### src/rtl/mem_arbiter.sv
`default_nettype none
// ============================================================================
// Module   : mem_arbiter
// Purpose  : Two-master arbiter sharing one word-wide memory port between an
//            instruction fetch path and a data load/store path. Each side
//            latches a single outstanding request. Data normally has
//            priority. A starve counter forces an instruction grant after
//            STARVE_LIMIT data grants have been made over a waiting fetch.
// Ports    : clk, reset_n              clock, synchronous active-low reset
//            imem_*                    instruction request / response
//            dmem_*                    data request / response
//            mem_*                     shared memory port (ack-terminated)
// Config   : MEM_ARBITER_BYTE_LANE_EN  when defined, writes drive per-lane
//            byte enables with lane-aligned write data, and reads return
//            data shifted down to the addressed byte. When undefined, all
//            four byte enables are driven and data passes through unshifted.
// Revision : 1.0  initial release
// ============================================================================
module mem_arbiter #(
    parameter int STARVE_LIMIT = 4
) (
    input  logic        clk,
    input  logic        reset_n,
    // instruction side
    input  logic [31:0] imem_address,
    input  logic        imem_enable,
    output logic [31:0] imem_data,
    output logic        imem_wait,
    // data side
    input  logic [31:0] dmem_address,
    input  logic        dmem_enable,
    input  logic [31:0] dmem_write_data,
    input  logic        dmem_write_enable,
    input  logic [2:0]  dmem_write_mode,
    input  logic        dmem_read_enable,
    input  logic [2:0]  dmem_read_mode,
    output logic [31:0] dmem_read_data,
    output logic        dmem_wait,
    // memory side
    output logic [31:0] mem_address,
    output logic        mem_req,
    output logic        mem_write,
    output logic [3:0]  mem_byte_en,
    output logic [31:0] mem_write_data,
    input  logic [31:0] mem_read_data,
    input  logic        mem_ack
);

    localparam int              c_CW         = (STARVE_LIMIT < 1) ? 1 : $clog2(STARVE_LIMIT + 1);
    localparam logic [c_CW-1:0] c_STARVE_MAX = c_CW'(STARVE_LIMIT);

    typedef enum logic [1:0] {
        S_IDLE    = 2'd0,
        S_GRANT_I = 2'd1,
        S_GRANT_D = 2'd2
    } state_t;

    state_t            r_state;

    // captured requests
    logic              r_i_pending;
    logic [31:0]       r_i_addr;
    logic              r_d_pending;
    logic [31:0]       r_d_addr;
    logic [31:0]       r_d_wdata;
    logic [2:0]        r_d_wmode;
    logic              r_d_write;

    logic [c_CW-1:0]   r_starve;

    // registered outputs
    logic [31:0]       r_imem_data;
    logic [31:0]       r_dmem_rdata;
    logic              r_mem_req;
    logic [31:0]       r_mem_addr;
    logic              r_mem_write;
    logic [3:0]        r_mem_be;
    logic [31:0]       r_mem_wdata;

    // combinational helpers
    logic              w_i_cap;
    logic              w_d_cap;
    logic              w_i_req;
    logic              w_d_req;
    logic              w_grant_d;
    logic              w_grant_i;
    logic [31:0]       w_i_src_addr;
    logic [31:0]       w_d_src_addr;
    logic [31:0]       w_d_src_wdata;
    logic [2:0]        w_d_src_wmode;
    logic              w_d_src_write;
    logic [3:0]        w_d_be;
    logic [31:0]       w_d_wdata_lane;
    logic [31:0]       w_rdata_lane;
    logic              w_unused;

    // A request is accepted only when its side has nothing outstanding.
    // dmem_enable alone (no read or write) is not a request.
    assign w_i_cap = imem_enable & ~r_i_pending;
    assign w_d_cap = dmem_enable & (dmem_read_enable | dmem_write_enable) & ~r_d_pending;

    // Arbitration considers requests being captured on this very edge so a
    // fresh request reaches mem_req one cycle after capture.
    assign w_i_req = r_i_pending | w_i_cap;
    assign w_d_req = r_d_pending | w_d_cap;

    assign w_grant_d = w_d_req & (~w_i_req | (r_starve != c_STARVE_MAX));
    assign w_grant_i = w_i_req & ~w_grant_d;

    // Source of the granted request: the held copy if already pending,
    // otherwise the live inputs being captured this edge.
    assign w_i_src_addr  = r_i_pending ? r_i_addr  : imem_address;
    assign w_d_src_addr  = r_d_pending ? r_d_addr  : dmem_address;
    assign w_d_src_wdata = r_d_pending ? r_d_wdata : dmem_write_data;
    assign w_d_src_wmode = r_d_pending ? r_d_wmode : dmem_write_mode;
    assign w_d_src_write = r_d_pending ? r_d_write : dmem_write_enable;

`ifdef MEM_ARBITER_BYTE_LANE_EN
    always_comb begin
        w_d_be         = 4'b1111;
        w_d_wdata_lane = w_d_src_wdata << {w_d_src_addr[1:0], 3'b000};
        if (w_d_src_write) begin
            case (w_d_src_wmode)
                3'b000:  w_d_be = 4'b0001 << w_d_src_addr[1:0];
                3'b001:  w_d_be = 4'b0011 << w_d_src_addr[1:0];
                default: w_d_be = 4'b1111;
            endcase
        end
    end

    // r_d_addr is stable for the whole data grant, so it selects the lane.
    assign w_rdata_lane = mem_read_data >> {r_d_addr[1:0], 3'b000};
`else
    assign w_d_be         = 4'b1111;
    assign w_d_wdata_lane = w_d_src_wdata;
    assign w_rdata_lane   = mem_read_data;
`endif

    // Byte offsets, write mode (without lane support) and read mode carry no
    // function on a word-wide port with word-sized read returns.
    assign w_unused = ^{w_i_src_addr[1:0], w_d_src_addr[1:0], w_d_src_wmode, dmem_read_mode};

    always_ff @(posedge clk) begin
        if (!reset_n) begin
            r_state      <= S_IDLE;
            r_i_pending  <= 1'b0;
            r_i_addr     <= 32'd0;
            r_d_pending  <= 1'b0;
            r_d_addr     <= 32'd0;
            r_d_wdata    <= 32'd0;
            r_d_wmode    <= 3'd0;
            r_d_write    <= 1'b0;
            r_starve     <= '0;
            r_imem_data  <= 32'd0;
            r_dmem_rdata <= 32'd0;
            r_mem_req    <= 1'b0;
            r_mem_addr   <= 32'd0;
            r_mem_write  <= 1'b0;
            r_mem_be     <= 4'b0000;
            r_mem_wdata  <= 32'd0;
        end else begin
            if (w_i_cap) begin
                r_i_pending <= 1'b1;
                r_i_addr    <= imem_address;
            end

            // A request with both enables set is treated as a write.
            if (w_d_cap) begin
                r_d_pending <= 1'b1;
                r_d_addr    <= dmem_address;
                r_d_wdata   <= dmem_write_data;
                r_d_wmode   <= dmem_write_mode;
                r_d_write   <= dmem_write_enable;
            end

            case (r_state)
                S_IDLE: begin
                    if (w_grant_d) begin
                        r_state     <= S_GRANT_D;
                        r_mem_req   <= 1'b1;
                        r_mem_addr  <= {w_d_src_addr[31:2], 2'b00};
                        r_mem_write <= w_d_src_write;
                        r_mem_be    <= w_d_be;
                        r_mem_wdata <= w_d_wdata_lane;
                        // Only grants that pass over an already-waiting fetch count.
                        if (r_i_pending && (r_starve != c_STARVE_MAX)) begin
                            r_starve <= r_starve + c_CW'(1);
                        end
                    end else if (w_grant_i) begin
                        r_state     <= S_GRANT_I;
                        r_mem_req   <= 1'b1;
                        r_mem_addr  <= {w_i_src_addr[31:2], 2'b00};
                        r_mem_write <= 1'b0;
                        r_mem_be    <= 4'b1111;
                        r_starve    <= '0;
                    end
                end

                S_GRANT_I: begin
                    if (mem_ack) begin
                        r_state     <= S_IDLE;
                        r_mem_req   <= 1'b0;
                        r_imem_data <= mem_read_data;
                        r_i_pending <= 1'b0;
                    end
                end

                S_GRANT_D: begin
                    if (mem_ack) begin
                        r_state     <= S_IDLE;
                        r_mem_req   <= 1'b0;
                        r_mem_write <= 1'b0;
                        if (!r_d_write) begin
                            r_dmem_rdata <= w_rdata_lane;
                        end
                        r_d_pending <= 1'b0;
                    end
                end

                default: begin
                    r_state   <= S_IDLE;
                    r_mem_req <= 1'b0;
                end
            endcase
        end
    end

    assign imem_data      = r_imem_data;
    assign imem_wait      = r_i_pending;
    assign dmem_read_data = r_dmem_rdata;
    assign dmem_wait      = r_d_pending;
    assign mem_address    = r_mem_addr;
    assign mem_req        = r_mem_req;
    assign mem_write      = r_mem_write;
    assign mem_byte_en    = r_mem_be;
    assign mem_write_data = r_mem_wdata;

endmodule
`default_nettype wire

### config.mk
export PLATFORM = sky130hd
export DESIGN_NAME = mem_arbiter
export DESIGN_NICKNAME = d
export VERILOG_FILES = /design/src/rtl/mem_arbiter.sv
export SDC_FILE = /design/constraint.sdc
export NUM_CORES = 1
export LEC_CHECK = 0
export BUFFER_PORTS_ARGS = -buffer_cell sky130_fd_sc_hd__buf_2
export CORE_AREA = 2 2 142 144
export DETAILED_ROUTE_END_ITERATION = 6
export DIE_AREA = 0 0 144 146
export GPL_ROUTABILITY_DRIVEN = 0
export PLACE_DENSITY = 0.85
export SLEW_MARGIN = 10
export SYNTH_ARGS = -nofsm -noshare
export SYNTH_HDL_FRONTEND = slang
export SYNTH_SLANG_ARGS = --single-unit
### constraint.sdc
create_clock -name clk -period 2.1 [get_ports clk]
set_input_delay 0.21 -clock clk [delete_from_list [all_inputs] [get_ports clk]]
set_output_delay 0.21 -clock clk [all_outputs]
set_load 0.01 [all_outputs]
Word level (Yosys, flattened, before mapping)
Index checks and enable logic that the tools add are counted.
Word-level totals
  flip-flop bits (word level): 238
Operators by class
  equal/unequal tests: 7
  muxes and demuxes: 28
  reductions and logical operators: 12
  bitwise operators: 14
  add/sub/neg operators: 1
Operator list (count)
  32-bit two-way mux: 5
  1-bit two-way mux: 12
  3-bit two-way mux: 3
  3-bit AND reduction: 3
  4-bit two-way mux: 2
  2-bit AND reduction: 4
  2-bit two-way mux: 3
  3-bit inequality test (second input constant): 2
  1-bit bitwise AND: 5
  1-bit inverter: 5
  2-bit by 1-bit inequality test with 1-bit output (second input constant): 2
  1-bit OR: 4
  1-bit one-hot mux with 2 select lines: 2
  2-bit one-hot mux with 2 select lines: 1
  2-bit nonzero test: 2
  3-bit by 1-bit adder with 3-bit output (second input constant): 1
  2-bit by 1-bit == test with 1-bit output (second input constant): 1
  2-bit == test (second input constant): 1
  2-bit zero test: 1
  2-bit inequality test (second input constant): 1
  2-bit OR reduction: 1
  1-bit logical AND: 1

Longest topological paths before layout
Gate-level depths: netlist (run 1).
  depth in word-level cells: 11
  depth in mapped cells: 8
  mapped depth without buffers: 6

Least setup slack after synthesis (run 1)
OpenSTA, ideal clock, no wires.
  path type: flip-flop to flip-flop
  start: reg r_starve[0]
  end: reg r_mem_addr[23] (netlist: mem_address[23])
  arrival: 1.502 ns
  stages on the path, launching flop included: 9
  data required time: 1.981 ns
  path slack: 0.479 ns
  clock period less this slack: 1.621 ns
  path buffers: 2
  cell sequence: dfxtp_1 inv_1 ha_1 o211a_1 buf_2 buf_2 a211oi_1 a21oi_1 o221a_2
On the way
  longest elaborated chain between the ends: 7
  elaborated cells on any way between the ends: 8
  those cells by class: 1 x eq/ne; 1 x mux; 4 x bitwise; 2 x reduce/logical
Ends and longest elaborated chain
  start: declaration: line 69  | logic [c_CW-1:0] r_starve;
  start signal: assignment: line 187  | r_starve <= r_starve + c_CW'(1);
  3-bit inequality test (*): line 107  | assign w_grant_d = w_d_req & (~w_i_req | (r_starve != c_STARVE_MAX));
  1-bit OR (*): line 107
  1-bit bitwise AND (*): line 107
  1-bit inverter: line 108  | assign w_grant_i = w_i_req & ~w_grant_d;
  1-bit bitwise AND: line 108
  2-bit nonzero test (no line)
  2-bit AND reduction (no line)
  end signal: assignment: line 181  | r_mem_addr <= {w_d_src_addr[31:2], 2'b00};
  end signal: assignment: line 192  | r_mem_addr <= {w_i_src_addr[31:2], 2'b00};
  end: declaration: line 75  | logic [31:0] r_mem_addr;
Every way passes the cells marked *; elsewhere a longest branch is shown, timed or not.
A chain may end at the register's enable or synchronous reset.

Worst setup path in the final report (run 1)
  start: reg r_starve[0]
  end: reg r_mem_wdata[18] (netlist: mem_write_data[18])
On the way
  longest elaborated chain between the ends: 4
Ends and longest elaborated chain
  3-bit inequality test: line 107
  1-bit OR: line 107
  1-bit bitwise AND: line 107
  2-bit AND reduction (no line)
  end signal: assignment: line 184  | r_mem_wdata <= w_d_wdata_lane;
  end: declaration: line 78  | logic [31:0] r_mem_wdata;
No other way between the ends.

==> results of run 1 <==
-- area by class of cell --
cell class              instances  area, sq um
flip-flops and latches        229         4590
clock inverters                15          189
inverters                       6         27.5
repair buffers                412         2840
clock buffers                  29          671
well taps                     265          332
diodes                          8         20.0
fillers                      1379         6180
multi-input cells             803         4480
-- per-layer routing --
metal | GRT usage (%) | up-vias
met5 | 0 | -
met4 | 15.0 | 2
met3 | 6.61 | 124
met2 | 46.9 | 572
met1 | 35.0 | 4595
li1 | - | 4609
-- cell families (layout without fill, tap and decap cells) --
| family | count (synthesis) | count (layout) | share of synthesized area (%) |
|---|---|---|---|
| and+or+nand+nor | 414 | 414 | 17.6 |
| AOI/OAI and AO/OA | 309 | 309 | 20.8 |
| DFF | 229 | 229 | 48.1 |
| buffers and inverters | 107 | 462 | 5.08 |
| muxes | 73 | 73 | 7.67 |
| adders and majority gates | 5 | 5 | 0.657 |
| other | 1 | 10 | 0.0394 |
-- timing repair --
item                       in CTS  in global routing
setup endpoints to repair       0                  0
hold buffers                  124                  0
gates resized for setup         0                  0
hold endpoints to repair      155                  0
-- power by group through the flow --
stage               logic (W)  clock network (W)  registers (W)
global route          0.00299            0.00485        0.00513
global placement      0.00243                  0        0.00514
floorplan             0.00145                  0        0.00527
detailed placement    0.00249                  0        0.00516
finish                0.00277            0.00460        0.00509
CTS                   0.00269            0.00463        0.00507
-- metrics by stage --
| step | setup WS (ns) | instances | total power (W) | utilization [%] |
|---|---|---|---|---|
| detailed placement | 0.227 | 1591 | 0.00765 | 57.1 |
| finish | 0.158 | 1767 | 0.0125 | 68.0 |
| floorplan | 0.479 | 1139 | 0.00672 | - |
| global placement | 0.301 | 1591 | 0.00757 | 57.1 |
| global route | 0.120 | 1766 | 0.0130 | 68.0 |
| CTS | 0.212 | 1759 | 0.0124 | 67.9 |
-- critical path, stage by stage (launching register included) --
cell and delay, ns:
dfxtp_1 0.36, inv_1 0.07, ha_1 0.24, o211ai_2 0.12, o211a_2 0.28, buf_12 0.26
nor2_1 0.10, a211oi_1 0.35
-- placed cells by master (no fill, tap or decap), drive strengths merged --
master / n
nand2: 321
buf: 288
dfxtp: 229
a21oi: 181
dlygate4sd3: 124
mux2i: 73
a211oi: 55
nor2: 46
clkbuf: 29
and2: 25
o221a: 24
a31oi: 23
clkinv: 9
diode: 8
and3: 8
a2111oi: 7
inv: 7
o21ai: 6
nand2b: 5
ha: 5
bufinv: 4
nor2b: 3
o211a: 3
conb: 2
o21a: 2
o211ai: 2
or2: 2
o2111ai: 1
o31a: 1
nor4b: 1
a22oi: 1
nand4b: 1
o32ai: 1
a31o: 1
nor3: 1
or3: 1
a21o: 1
clkinvlp: 1
-- state kept, by name (all words and copies together) (netlist names), 2 cells and up --
| register | cells |
|---|---|
| dmem_read_data | 32 |
| imem_data | 32 |
| mem_write_data | 32 |
| r_d_wdata | 32 |
| mem_address | 30 |
| r_d_addr | 30 |
| r_i_addr | 30 |
| r_starve | 3 |
| r_state | 2 |
-- worst paths after layout --
kind | startpoint | endpoint | slack, ns
min | reset_n | dmem_wait | 0.04
max reg2reg | r_starve[0] | mem_write_data[18] | 0.16
min reg2reg | r_d_addr[30] | r_d_addr[30] | 0.45
max | r_starve[0] | mem_write_data[18] | 0.16
==> summary.md, run 1 <==
| Metric | Value |
|---|---|
| Outcome | complete, no violations |
| Slew @ Worst Pin | 1.30 ns |
| Top post-synthesis cells by count | 321 x nand2_1, 229 x dfxtp_1, 181 x a21oi_1, 73 x mux2i_1, 64 x clkbuf_1 |
| Comb power frac | 22.2% |
| I/O pin count | 277 |
| Power density over cell area | 948 nW/um^2 |
| Lkg Pwr | 5.58 nW |
| Top Metal Used | met5 |
| WL met3 | 2980 um |
| Placed Area | between 10000 and 15000 sq um |
| DR vias | 9902 |
| RSZ-0062 raised after global routing | false |
| Sw frac | between 20% and 30% |
| WL met2 | roughly 15000 um |
| CTS clk-pin slew, worst paths | around 0.060 ns |
| Largest net degree at the start of global routing | 80 |
| Ys async rst share | 0% |
| Antenna-violating nets left | 0 |
| Clock latency on the worst-skew pair | 0.52 ns |
| Worst Setup Start Kind | flip-flop |
| Initial antenna violation count | 8 |
| Drt pass-1 iters | 5 |
| Synth area leaders | dfxtp_1 48%, nand2_1 13%, a21oi_1 9.5% |
| Hold Path Class | primary input to flip-flop |
| Cells after Synth | 1138 |
| Main synth FF type | dfxtp_1 |
| Clk pwr share | around 37% |
| Worst-path maximum fanout | 65 |
| FMAX | roughly 520 MHz |
| FP Rows | 51 |
| Nets@finish | approximately 1600 |
| Crit. End Element | flip-flop |
| Area leader, netlist | dfxtp_1 |
| Netlist cell types | 42 |
| Max-slew headroom | 12.8% |
| Clk_skew | 0.00635 ns |
| Min Hold Slack | 0.0439 ns |
| Average wire per standard cell | about 18 um |
| Top cell type's share of synthesized area | 48.1% |
| Clock tree sinks | 229 |
| Internal | 0.00876 W |
| VDD IR max | about 0.7 mV |
| Synth Cell Area | approximately 9500 sq um |
| Gr ovfl total | 0 |
| Crit Path Category | flip-flop to flip-flop |
| CTS H-tree depth | 1 |
| Setup-failing EPs final | 0 |
| Post-Route WL | 31400 um |
| Final hold vios | 0 |
| R2R depth | 7 |
| CP required | 2.49 ns |
| First-pass GRT wire length | 48900 um |
| Layout area overhead | 38.1% |
| Synth warnings | 0 |
| Max-Cap Viols | 0 |
| Clk buf depth | 3 |
| Number of synthesized flops with an enable pin | 0 |
| FF+latch count, synth | ~230 |
| Syn avg cell area | 8.37 sq um |
| Psw | 0.00371 W |
| Die Height | 146 um |
| CTS tree | done |
| Register area share after synthesis | 48.1% |
| I/O Buffers | 264 |
| DRC viols | 0 |
| Seq pwr share | 40.9% |
| M1 wire length | between 10000 and 15000 um |
| Share of layout cells above drive strength 1 | approximately a quarter |
| Aggregate negative setup slack | 0 ns |
| Clock root cell | clkbuf_16 |
| Core Box Area | 19300 sq um |
| WHS Path Cells | 3 |
| Final Instance Area | 13200 sq um |
| GRT Total Usage | 28.7% |
| Slew Limit Fails | 0 |
| Final period util | 92.5% |
| Minimum clock period | slightly below 2 ns |
| Number of global-route vias before repair | 9659 |
| Total CTS buffers | 25 |
| Post-CTS setup buffer count | 0 |
| Die W | about 140 um |
| Via density per instance | 5.60 |
| 1st-iter DRT viols | a little under 700 |
| Total Die Area | roughly 21000 sq um |
| Hpwl dp | ~18000 um |
| CP arrival | approximately 2.3 ns |
| Starting Density | 49.3% |
| Most frequent cell after synthesis | nand2_1 |
No activity file was read; power rests on OpenSTA's default activity.
==> run 2: changes to the inputs <==
==> constraint.sdc (replaced) <==
create_clock -name clk -period 2.1 [get_ports clk]
set_input_delay 0.42 -clock clk [delete_from_list [all_inputs] [get_ports clk]]
set_output_delay 0.42 -clock clk [all_outputs]
set_load 0.01 [all_outputs]
==> run 2 against run 1 <==
Net effect:
- clock skew increased by 0.010 ns
- fmax decreased by 0.91%
- via count decreased by 11%
- non-clock buffer count decreased by 126
- final area decreased by 9.7%
- first-iteration DRC count decreased by 29%
- register-to-register slack improved by 0.02 ns
- count of clock-buffer cells in the layout increased by 10
- cell count decreased by 7.0%
- worst setup slack got worse by 0.018 ns
- routed wire length decreased by 16%
==> summary.md, run 2 (synthesis gave the netlist of run 1 again) <==
| Metric | Value |
|---|---|
| DRC viols | 0 (unchanged) |
| Place WS | 0.115 ns (was 0.227 ns) |
| Layout area overhead | 24.6% (was 38.1%) |
| Share of layout cells above drive strength 1 | 26.7% (was 25.2%) |
| Crit path launch | dmem_wait (was r_starve[0]) |
| Crit path buf inv count | 2 (unchanged) |
| Outcome | complete, no violations (unchanged) |
| Slew Limit Fails | 0 (unchanged) |
| Total CTS buffers | 25 (unchanged) |
| Final hold vios | 0 (unchanged) |
| Placed Area | 11000 sq um (about the same) |
| Hold Path Class | primary input to flip-flop (unchanged) |
| Average wire per standard cell | 16.1 um (was 17.8 um) |
| Antenna-violating nets left | 0 (unchanged) |
| First-pass GRT wire length | 41400 um (was 48900 um) |
| Commonest non-fill, non-tap cell in the layout | nand2_1 (unchanged) |
| Min setup slack post-route | 0.141 ns (was 0.158 ns) |
| Clk_skew | 0.0166 ns (was 0.00635 ns) |
| Starting Density | 49.3% (unchanged) |
| Drt pass-1 iters | 5 (unchanged) |
| Die Height | 146 um (unchanged) |
| CP arrival | 1.54 ns (was 2.33 ns) |
| Fill cell count | 1577 (was 1379) |
| Crit Path Category | flip-flop to output pin (was flip-flop to flip-flop) |
| VDD IR max | 0.591 mV (was 0.704 mV) |
| Nets@finish | 1497 (was 1623) |
| Number of global-route vias before repair | 8437 (was 9659) |
| 1st-iter DRT viols | 492 (was 692) |
| Reg2reg start | r_starve[0] (unchanged) |
| Final Instance Area | 11900 sq um (was 13200 sq um) |
| Die W | 144 um (unchanged) |
| Reg-to-reg setup timing slack | 0.18 ns (was 0.16 ns) |
| GRT Total Usage | 24.0% (was 28.7%) |
| Setup-failing EPs final | 0 (unchanged) |
| Worst Setup Start Kind | flip-flop (unchanged) |
| Critical path's largest stage delay | 0.47 ns (was 0.36 ns) |
| Hold Path Origin | dmem_address[9] (was reset_n) |
| DR vias | 8856 (was 9902) |
| CTS clk-pin slew, worst paths | 0.07 ns (was 0.06 ns) |
| Largest net degree at the start of global routing | 94 (was 80) |
| Clock latency on the worst-skew pair | 0.51 ns (was 0.52 ns) |
| Minimum clock period | 1.96 ns (was 1.94 ns) |
| Hpwl dp | 17400 um (was 17600 um) |
| Crit. End Element | output pin (was flip-flop) |
| Power density over cell area | 1010 nW/um^2 (was 948 nW/um^2) |
| Post-Route WL | 26400 um (was 31400 um) |
| FP Rows | 51 (unchanged) |
| Slew @ Worst Pin | 0.840 ns (was 1.30 ns) |
| Clock root cell | clkbuf_16 (unchanged) |
| Most frequent cells in the layout | 321 x nand2_1, 264 x buf_2, 227 x dfxtp_1 (unchanged) |
| Cell family with most CP delay | buffers and inverters (was compound AO/OA/AOI/OAI gates) |
| Gr ovfl total | 0 (unchanged) |
| Clock tree sinks | 229 (unchanged) |
| Core Box Area | 19300 sq um (unchanged) |
| Clk buf depth | 3 (unchanged) |
| Worst-path maximum fanout | 25 (was 65) |
| CTS tree | done (unchanged) |
| Via density per instance | 5.39 (was 5.60) |
| CTS H-tree depth | 1 (unchanged) |
| RSZ-0062 raised after global routing | false (unchanged) |
| Lkg Pwr | 5.02 nW (was 5.58 nW) |
| Max-slew headroom | 43.9% (was 12.8%) |
| I/O Buffers | 264 (unchanged) |
| Aggregate negative setup slack | 0 ns (unchanged) |
| FMAX | 510 MHz (was 515 MHz) |
| CP required | 1.68 ns (was 2.49 ns) |
| Slowest-stage cell, CP | dfxtp_4 (was dfxtp_1) |
| CP Cell Sequence | buf_6 -> buf_2 (was inv_1 -> ha_1 -> o211ai_2 -> o211a_2 -> buf_12 -> nor2_1 -> a211oi_1) |
| Final period util | 93.3% (was 92.5%) |
| Max-Cap Viols | 0 (unchanged) |
| Initial antenna violation count | 10 (was 8) |
| I/O pin count | 277 (unchanged) |
| Min Hold Slack | 0.145 ns (was 0.0439 ns) |
| Total Die Area | 21000 sq um (unchanged) |
[run 2: cell count changes in the layout (fill, tap and decap cells not counted), sizes merged]
cell	previous run	this run
dlygate4sd3	124	0
clkbuf	29	39
clkinv	9	1
buf	288	286
bufinv	4	3
diode	8	9
[run 2: routing by layer]
metal	wire (um)	up-vias	global-route usage (%)	share of wire, %
li1	-	4349	-	-
met1	11000	4076	30.9	42
met2	12100	369	38.0	46
met3	2460	60	6.75	9.3
met4	775	2	9.71	2.9
met5	10	-	0	0.038
[run 2: stage by stage]
stage                     util, %  instances  power [W]
after floorplan                 -       1139    0.00672
after global placement       57.0       1589    0.00757
after detailed placement     57.0       1589    0.00764
after CTS                    61.3       1634     0.0120
after global routing         61.4       1641     0.0125
final                        61.4       1643     0.0120
[run 2: cell type report]
cell class | instances | area (sq um) | share of cell area [%]
inverters | 6 | 27.5 | 0.232
clock inverters | 6 | 114 | 0.959
repair buffers | 286 | 1590 | 13.4
well taps | 265 | 332 | 2.79
diodes | 9 | 22.5 | 0.190
flip-flops and latches | 229 | 4590 | 38.7
multi-input cells | 803 | 4490 | 37.8
clock buffers | 39 | 708 | 5.97
[run 2: repair_timing]
item	4_1_cts	5_1_grt
hold buffers	0	0
setup buffers	0	0
setup endpoints to repair	1	0
resized for setup	1	0
[run 2: worst register-to-register path: cells and delay by family, from the launching register on]
| family | cells | cell delay [ns] |
|---|---|---|
| AOI/OAI and AO/OA | 4 | 0.98 |
| DFF | 1 | 0.35 |
| buffers and inverters | 2 | 0.24 |
| adders and majority gates | 1 | 0.24 |
[run 2: power breakdown]
| group | internal [W] | leakage (nW) | switching [W] |
|---|---|---|---|
| logic | 0.00102 | 2.75 | 0.00148 |
| registers | 0.00481 | 1.88 | 0.000256 |
| clock network | 0.00269 | 0.395 | 0.00173 |
[run 2: final timing paths]
path / end / cells past startpoint
hold / removal: r_d_addr[9] / 3
hold reg to reg: r_d_addr[30] / 2
setup reg to reg: mem_address[5] / 7
setup / recovery: dmem_wait / 2
==> run 3: changes to the inputs <==
CORE_AREA = 2 2 116 175   (was 2 2 142 144)
DIE_AREA = 0 0 118 177   (was 0 0 144 146)
==> run 3 against run 2 <==
Net effect:
- final area is essentially flat
- utilization fell by 0.38 points
- count of clock-buffer cells in the layout is 7 lower
- combinational power up 2%
- hold slack improved by 0.0062 ns
- sequential cell count unchanged
- critical path type unchanged
==> summary.md, run 3 (synthesis gave the netlist of run 1 again) <==
| Metric | Value |
|---|---|
| Reg-to-reg setup timing slack | 0.21 ns (was 0.18 ns) |
| Setup-failing EPs final | 0 (unchanged) |
| I/O pin count | 277 (unchanged) |
| CTS Hold Bufs | 0 (unchanged) |
| Min Hold Slack | 0.151 ns (was 0.145 ns) |
| Crit Path Category | flip-flop to output pin (unchanged) |
| Starting Density | 48.9% (was 49.3%) |
| Critical path's largest stage delay | 0.45 ns (was 0.47 ns) |
| Clk buf depth | 3 (unchanged) |
| Post_cts resized | 0 (was 1) |
| DR vias | 8988 (was 8856) |
| Lkg Pwr | 5.03 nW (was 5.02 nW) |
| CP required | 1.68 ns (about the same) |
| R2R Path End | mem_address[6] (was mem_address[5]) |
| Crit path launch | dmem_wait (unchanged) |
| Reg2reg start | r_starve[0] (unchanged) |
| FP Rows | 63 (was 51) |
| Die W | 118 um (was 144 um) |
| Clock latency on the worst-skew pair | 0.51 ns (about the same) |
| Crit. End Element | output pin (unchanged) |
| RSZ-0062 raised after global routing | false (unchanged) |
| Post-CTS setup buffer count | 0 (unchanged) |
| Final period util | 92.4% (was 93.3%) |
| Max-slew headroom | 46.3% (was 43.9%) |
| Drt pass-1 iters | 5 (unchanged) |
| Commonest non-fill, non-tap cell in the layout | nand2_1 (unchanged) |
| Power density over cell area | 992 nW/um^2 (was 1010 nW/um^2) |
| Clk_skew | 0.0203 ns (was 0.0166 ns) |
| Average wire per standard cell | 16.4 um (was 16.1 um) |
| # placed instances | 1588 (was 1589) |
| Slew @ Worst Pin | 0.804 ns (was 0.840 ns) |
| Fill cell count | 1659 (was 1577) |
| FMAX | 515 MHz (was 510 MHz) |
| Hold Path Origin | mem_read_data[6] (was dmem_address[9]) |
| CP Cell Sequence | buf_4 -> buf_2 (was buf_6 -> buf_2) |
| Die Height | 177 um (was 146 um) |
| Number of global-route vias before repair | 8568 (was 8437) |
| Cell family with most CP delay | buffers and inverters (unchanged) |
| Total Die Area | 20900 sq um (was 21000 sq um) |
| GRT Total Usage | 24.4% (was 24.0%) |
| Finished Layout Cells | 1634 (was 1643) |
| Share of layout cells above drive strength 1 | 26.9% (was 26.7%) |
| Clock root cell | clkbuf_16 (unchanged) |
| CTS tree | done (unchanged) |
| Nets@finish | 1498 (was 1497) |
| Most frequent cells in the layout | 321 x nand2_1, 264 x buf_2, 227 x dfxtp_1 (unchanged) |
| DRC viols | 0 (unchanged) |
| CP arrival | 1.52 ns (was 1.54 ns) |
| Layout area overhead | 24.7% (was 24.6%) |
| Slowest-stage cell, CP | dfxtp_4 (unchanged) |
| Placed Area | 11100 sq um (was 11000 sq um) |
| Final hold vios | 0 (unchanged) |
| Final Util | 61.0% (was 61.4%) |
| Aggregate negative setup slack | 0 ns (unchanged) |
| Setup crit end | dmem_wait (unchanged) |
| Hpwl dp | 18400 um (was 17400 um) |
| Final Instance Area | 11900 sq um (about the same) |
| VDD IR max | 0.864 mV (was 0.591 mV) |
| Outcome | complete, no violations (unchanged) |
| CTS clk-pin slew, worst paths | 0.07 ns (about the same) |
| Total CTS buffers | 22 (was 25) |
| Minimum clock period | 1.94 ns (was 1.96 ns) |
| Slew Limit Fails | 0 (unchanged) |
| R2R depth | 7 (unchanged) |
| Clock tree sinks | 229 (unchanged) |
| 1st-iter DRT viols | 602 (was 492) |
| Largest net degree at the start of global routing | 71 (was 94) |
| Gr ovfl total | 0 (unchanged) |
| Hold Path Class | primary input to flip-flop (unchanged) |
| Via density per instance | 5.50 (was 5.39) |
| Post-Route WL | 26900 um (was 26400 um) |
| I/O Buffers | 264 (unchanged) |
| First-pass GRT wire length | 41800 um (was 41400 um) |
| Worst Setup Start Kind | flip-flop (unchanged) |
| CTS H-tree depth | 1 (unchanged) |
| WP depth | 2 (unchanged) |
| Core Box Area | 19500 sq um (was 19300 sq um) |
| Worst-path maximum fanout | 18 (was 25) |
| Crit path buf inv count | 2 (unchanged) |
| Initial antenna violation count | 6 (was 10) |
| Antenna-violating nets left | 0 (unchanged) |
| Max-Cap Viols | 0 (unchanged) |
[run 3: changes by cell type in the layout (fill, tap and decap cells not counted), sizes merged]
cell and delta:
clkinvlp +1, clkinv +2, inv -1, buf +4, diode -3, clkbuf -7
[run 3: worst min-delay path, delay by kind of cell]
family | cells | cell delay [ns]
compound gates | 1 | 0.05
simple gates | 1 | 0.05
buf+inv | 1 | 0.10
[run 3: worst min path at each step]
stage	endpoint	cells past startpoint	slack, ns
floorplan	r_d_addr[11]	2	0.43
global placement	r_d_addr[29]	2	0.44
detailed placement	r_d_addr[7]	2	0.44
CTS	dmem_read_data[6]	3	0.14
global route	r_d_wdata[0]	3	0.15
finish	dmem_read_data[6]	3	0.15
[run 3: power by group]
group / leakage (nW) / total, W / switching [W] / internal (W)
Clock: 0.367 / 0.00416 / 0.00166 / 0.00249
Sequential: 1.88 / 0.00507 / 0.000255 / 0.00481
Combinational: 2.79 / 0.00256 / 0.00151 / 0.00105
Total: 5.03 / 0.0118 / 0.00343 / 0.00835
[run 3: metal layers]
metal	wire length (um)	global-route usage (%)	vias to the layer above	part of all wire [%]
met5	0	0	-	0
met4	1700	16.1	0	6.3
met3	1770	5.15	107	6.6
met2	13400	42.7	348	50
met1	10000	26.5	4186	37
li1	-	-	4347	-
[run 3: per-stage QoR]
step,worst slack [ns],total power (W)
3_5_place_dp,0.138,0.00772
4_1_cts,0.148,0.0119
3_3_place_gp,0.238,0.00763
6_report,0.159,0.0118
5_1_grt,0.109,0.0123
2_1_floorplan,0.479,0.00672
[run 3: cell type report]
class / count / area (sq um) / area share, %
multi-input combinational: 803 / 4480 / 37.7
clock inverter: 8 / 124 / 1.04
tap: 260 / 325 / 2.74
sequential: 229 / 4590 / 38.6
timing repair buffer: 290 / 1680 / 14.1
antenna: 6 / 15.0 / 0.126
inverter: 6 / 27.5 / 0.232
clock buffer: 32 / 639 / 5.38
